==> src/rtl/cpu_mem_pkg.sv <==
// Shared types and constants for the load/store unit and its counters.
package cpu_mem_pkg;

    // Width of the completed-operation counters.
    localparam int unsigned CNT_W = 16;

    // Load/store sequencing states.
    typedef enum logic [1:0] {
        IDLE = 2'd0,
        RD   = 2'd1,
        WR   = 2'd2,
        RESP = 2'd3
    } state_e;

    // Increment that sticks at the all-ones value instead of wrapping.
    function automatic logic [CNT_W-1:0] sat_inc(input logic [CNT_W-1:0] v);
        return (&v) ? v : v + CNT_W'(1);
    endfunction

endpackage

==> src/rtl/sat_counter.sv <==
// Saturating event counter with increment enable.
module sat_counter
    import cpu_mem_pkg::*;
(
    input  logic             clk,
    input  logic             rst_n,
    input  logic             i_inc,
    output logic [CNT_W-1:0] o_count
);

    logic [CNT_W-1:0] r_count;

    // Count enabled events, holding at the maximum.
    always_ff @(posedge clk or negedge rst_n) begin
        if (!rst_n) begin
            r_count <= '0;
        end else if (i_inc) begin
            r_count <= sat_inc(r_count);
        end
    end

    assign o_count = r_count;

endmodule

==> src/rtl/mem_access_unit.sv <==
// Single-outstanding load/store unit between execute and a synchronous data memory.
module mem_access_unit
    import cpu_mem_pkg::*;
#(
    parameter int unsigned AW = 8,
    parameter int unsigned DW = 8
) (
    input  logic             clk,
    input  logic             rst_n,
    input  logic             req_valid,
    output logic             req_ready,
    input  logic             req_write,
    input  logic [AW-1:0]    req_addr,
    input  logic [DW-1:0]    req_wdata,
    output logic             resp_valid,
    input  logic             resp_ready,
    output logic             resp_write,
    output logic [DW-1:0]    resp_rdata,
    output logic [AW-1:0]    mem_addr,
    output logic             mem_read,
    output logic             mem_write,
    output logic [DW-1:0]    mem_wdata,
    input  logic [DW-1:0]    mem_rdata,
    output logic [CNT_W-1:0] rd_count,
    output logic [CNT_W-1:0] wr_count
);

    state_e        r_state;
    logic [AW-1:0] r_addr;
    logic [DW-1:0] r_wdata;
    logic [DW-1:0] r_rdata;
    logic          r_write;

    logic w_done;
    logic w_rd_inc;
    logic w_wr_inc;

    // Sequencer: capture request, one memory cycle, then hold response until consumed.
    always_ff @(posedge clk or negedge rst_n) begin
        if (!rst_n) begin
            r_state <= IDLE;
            r_addr  <= '0;
            r_wdata <= '0;
            r_rdata <= '0;
            r_write <= 1'b0;
        end else begin
            case (r_state)
                IDLE: begin
                    if (req_valid) begin
                        r_addr  <= req_addr;
                        r_wdata <= req_wdata;
                        r_write <= req_write;
                        // Stores report zero read data.
                        r_rdata <= '0;
                        r_state <= req_write ? WR : RD;
                    end
                end
                RD: begin
                    r_rdata <= mem_rdata;
                    r_state <= RESP;
                end
                WR: begin
                    r_state <= RESP;
                end
                RESP: begin
                    if (resp_ready) begin
                        r_state <= IDLE;
                    end
                end
                default: begin
                    r_state <= IDLE;
                end
            endcase
        end
    end

    // Memory strobes come only from the state register so reset drops them at once.
    assign mem_read   = (r_state == RD);
    assign mem_write  = (r_state == WR);
    assign mem_addr   = r_addr;
    assign mem_wdata  = mem_write ? r_wdata : '0;

    assign req_ready  = (r_state == IDLE);
    assign resp_valid = (r_state == RESP);
    assign resp_write = r_write;
    assign resp_rdata = r_rdata;

    assign w_done   = resp_valid && resp_ready;
    assign w_rd_inc = w_done && !r_write;
    assign w_wr_inc = w_done && r_write;

    sat_counter u_rd_count (
        .clk     (clk),
        .rst_n   (rst_n),
        .i_inc   (w_rd_inc),
        .o_count (rd_count)
    );

    sat_counter u_wr_count (
        .clk     (clk),
        .rst_n   (rst_n),
        .i_inc   (w_wr_inc),
        .o_count (wr_count)
    );

endmodule

==> config.mk <==
export PLATFORM = sky130hd
export DESIGN_NAME = mem_access_unit
export DESIGN_NICKNAME = d
export VERILOG_FILES = /design/src/rtl/cpu_mem_pkg.sv /design/src/rtl/sat_counter.sv /design/src/rtl/mem_access_unit.sv
export SDC_FILE = /design/constraint.sdc
export NUM_CORES = 1
export LEC_CHECK = 0
export ABC_AREA = 1
export BUFFER_PORTS_ARGS = -buffer_cell sky130_fd_sc_hd__buf_2
export CAP_MARGIN = 10
export CORE_MARGIN = 8
export CORE_UTILIZATION = 25
export DETAILED_ROUTE_END_ITERATION = 8
export MAX_ROUTING_LAYER = met4
export SYNTH_ARGS = -nofsm -noshare
export SYNTH_HDL_FRONTEND = slang
export SYNTH_SLANG_ARGS = --single-unit
==> constraint.sdc <==
create_clock -name clk -period 1.82 [get_ports clk]
set_input_delay 0.091 -clock clk [delete_from_list [all_inputs] [get_ports clk]]
set_output_delay 0.091 -clock clk [all_outputs]
set_load 0.1 [all_outputs]
==> metrics.md <==
| Metric | Value |
|---|---|
| DP Area | `4099 um^2` |
| Met2 Usage GRT | `18.57%` |
| CP Class | `reg -> out` |
| CP max stage delay | `450 ps` |
| Slew @ Worst Pin | `502.0 ps` |
| Worst-Skew Late Latency | `330 ps` |
| First-pass GRT wire length | `15030 um` |
| EDFF count, synth | `0` |
| GP Congestion | `0.7833` |
| Largest area contributor in the netlist | `dfrtp_1` |
| Met3 GRT Util | `2.912%` |
| Number of diodes | `0` |
| Initial antenna violation count | `0` |
| Flop pwr share | `24.7%` |
| Sw Ratio | `54.61%` |
| Synth top cells by count | `nand2_1, dfrtp_1, nor2_1` |
| P_leak | `2.181 nW` |
| Number of post-CTS setup repair buffers | `0` |
| Hold/Removal Path Class | `in -> reg` |
| Syn Inst Count | `399` |
| Hold Path End | `resp_rdata[4]$_DFFE_PN0P_` |
| DRT antenna net count | `0` |
| PwrDens | `1810 nW/um^2` |
| Row count | `41` |
| Hpwl dp | `6514 um` |
| Final wirelength | `8754 um` |
| Unique masters post-synth | `26` |
| Ports | `90` |
| CTS root buf | `clkbuf_16` |
| Bufs and invs on worst path | `2` |
| WL/cell | `12.52 um` |
| CTS tree | `yes` |
| Tmin final | `1732 ps` |
| Post-layout util | `36.99%` |
| Global route overflow | `0` |
| Worst hold path cell count | `3` |
| Tcrit/Tclk final | `95.17%` |
| Unrepaired setup endpoints after global routing | `no` |
| Clk buf depth | `2` |
| Power, Total | `0.008343 W` |
| Most frequent cell after synthesis | `nand2_1` |
| HP Start | `mem_rdata[4]` |
| Area delta synth->final | `46.35%` |
| R2R Setup Slk | `170 ps` |
| Register bit total from synthesis | `59` |
| Worst vdd ir | `1092 uV` |
| Most used DFF post-synth | `dfrtp_1` |
| Final Instance Area | `4611 um^2` |
| Overall routing resource usage | `11.81%` |
| Reg2Reg Launch Point | `u_wr_count.o_count[0]$_DFFE_PN0P_` |
| Dpl ws | `158.2 ps` |
| Largest net degree at the start of global routing | `60` |
| Htree depth | `3` |
| # setup viols final | `0` |
| Sw power | `0.004556 W` |
| Chip height | `128.3 um` |
| Final worst slack | `87.91 ps` |
| Crit-path max FO | `10` |
| Data arrival time of the worst path | `1640 ps` |
| Outcome | `complete, no violations` |
| DR vias | `2987` |
| CP top delay family | `buffers and inverters` |
| Vias/cell | `4.273` |
| Syn Area/Cell | `7.896 um^2` |
| Clock sink total | `59` |
| Critical path startpoint category | `flop` |
| Synth warn | `0` |
| CTS buffer count | `9` |
| Drc violations | `0` |
| Worst setup EP type | `primary output` |
| CP max-delay cell | `dfrtp_1` |
| Core area | `12470 um^2` |
| R2R cell count | `9` |
| Final Slew Violations | `0` |
| Clock share of power | `18.8%` |
| Final Hold Viols | `0` |
| Number of global-route vias before repair | `3101` |
| IO Port Bufs | `89` |
| # Max-Cap Violations | `0` |
| Post-Syn Nets | `434` |
| Die area | `16450 um^2` |
| Ys async rst share | `100.0%` |
| Clock skew | `6.853 ps` |
| Post-layout net count | `557` |
| Global-route layer with the greatest usage | `met2` |
| Mapped Area | `3151 um^2` |
| Met1 Resource Use GR | `13.56%` |
| Comb power frac | `56.5%` |
| Setup TNS | `0 ps` |
| Area contributors post-synth | `dfrtp_1, nand2_1, mux2_2` |
| Critical Path, Cell by Cell | `inv_1, ha_4, buf_2` |
| Share of cells above drive strength 1 | `35.10%` |
| RR Endpoint | `u_wr_count.o_count[11]$_DFFE_PN0P_` |
| Worst rel slew slack | `66.77%` |
| FMAX | `577.3 MHz` |
| Internal | `0.003787 W` |
| Yosys top cell area share | `46.86%` |
| Worst Path Required | `1730 ps` |
| First-pass iteration count of the detailed router | `4` |
| Clock-pin slew on the worst setup and hold paths | `50 ps` |
| Die boundary width | `128.3 um` |
| Initial DRC count | `168` |
| Sequential-to-total area share from yosys stat | `46.86%` |
| Starting utilization of the core area | `25.27%` |
-- state kept, by name, indices dropped and copies added, names as in the netlist --
signal              count
r_state                 2
r_wdata                 8
resp_rdata              8
u_rd_count.o_count     16
resp_write              1
u_wr_count.o_count     16
mem_addr                8
-- worst min-delay path, cell delays in order --
cell	delay, ps
buf_2	80
nand3_1	70
nand2_1	60
-- worst max-delay path by stage --
stage                                            from                            endpoint  slack, ps  cells after the start
CTS                            r_state[0]$_DFFE_PN0P_                           mem_write         30                      3
global route                   r_state[1]$_DFFE_PN0P_                            mem_read         20                      3
detailed placement  u_wr_count.o_count[0]$_DFFE_PN0P_  u_wr_count.o_count[11]$_DFFE_PN0P_        160                      9
global placement    u_wr_count.o_count[0]$_DFFE_PN0P_   u_wr_count.o_count[9]$_DFFE_PN0P_        190                      8
floorplan                      r_state[0]$_DFFE_PN0P_             mem_addr[0]$_DFFE_PN0P_        -40                      5
finish                         r_state[1]$_DFFE_PN0P_                            mem_read         90                      3
-- cell usage in the layout, fill, tap and decap left out, drive strengths merged, types with 8 or more instances in the layout --
| cell type | Yosys | routed |
|---|---|---|
| buf | 5 | 95 |
| clkbuf | 2 | 15 |
| clkinvlp | 0 | 8 |
| dfrtp | 59 | 59 |
| dlygate4sd3 | 0 | 23 |
| inv | 35 | 27 |
| mux2 | 16 | 16 |
| nand2 | 168 | 168 |
| nand3 | 30 | 30 |
| nand4 | 8 | 8 |
| nor2 | 39 | 39 |
| o21ai | 12 | 12 |
-- per-layer routing --
metal	share of wire (%)	vias to the layer above
met4	2.2	0
met3	4.6	14
met2	49	80
met5	0	-
met1	44	1386
li1	-	1507
-- power by group through the flow --
stage / Combinational, W / Sequential [W] / Clock [W]
after floorplan: 0.00186 / 0.00391 / 0
after global placement: 0.00463 / 0.00206 / 0
after detailed placement: 0.00470 / 0.00209 / 0
after CTS: 0.00475 / 0.00207 / 0.00163
after global routing: 0.00496 / 0.00213 / 0.00169
final: 0.00471 / 0.00206 / 0.00157
-- kinds of logic after synthesis --
kind of cell             synth area share (%)
AO/OA/AOI/OAI                           2.462
XOR/XNOR                                3.614
adder cells (fa/ha/maj)                 2.383
buffers and inverters                   5.481
flip-flops                              46.86
multiplexers                            5.719
AND/OR/NAND/NOR                         33.48
-- timing repair --
action | CTS | global route
endpoints found under the hold margin | 81 | 0
setup endpoints to repair | 0 | 6
gates resized for setup | 0 | 3
hold buffers | 23 | 0
-- layout make-up --
class / count / area (um^2)
well taps: 172 / 215.2
clock buffers: 14 / 264.0
fillers: 1267 / 7855
repair buffers: 119 / 875.8
flip-flops and latches: 59 / 1528
inverters: 35 / 161.4
clock inverters: 2 / 10.01
multi-input cells: 298 / 1556
-- through the flow --
stage | hold slack [ps] | std cells
after floorplan | -204.6 | 399
after global placement | 125.7 | 660
after detailed placement | 131.5 | 660
after CTS | 1.962 | 699
after global routing | 8.678 | 699
final | 12.48 | 699
Power figures use the tool's default switching activity.
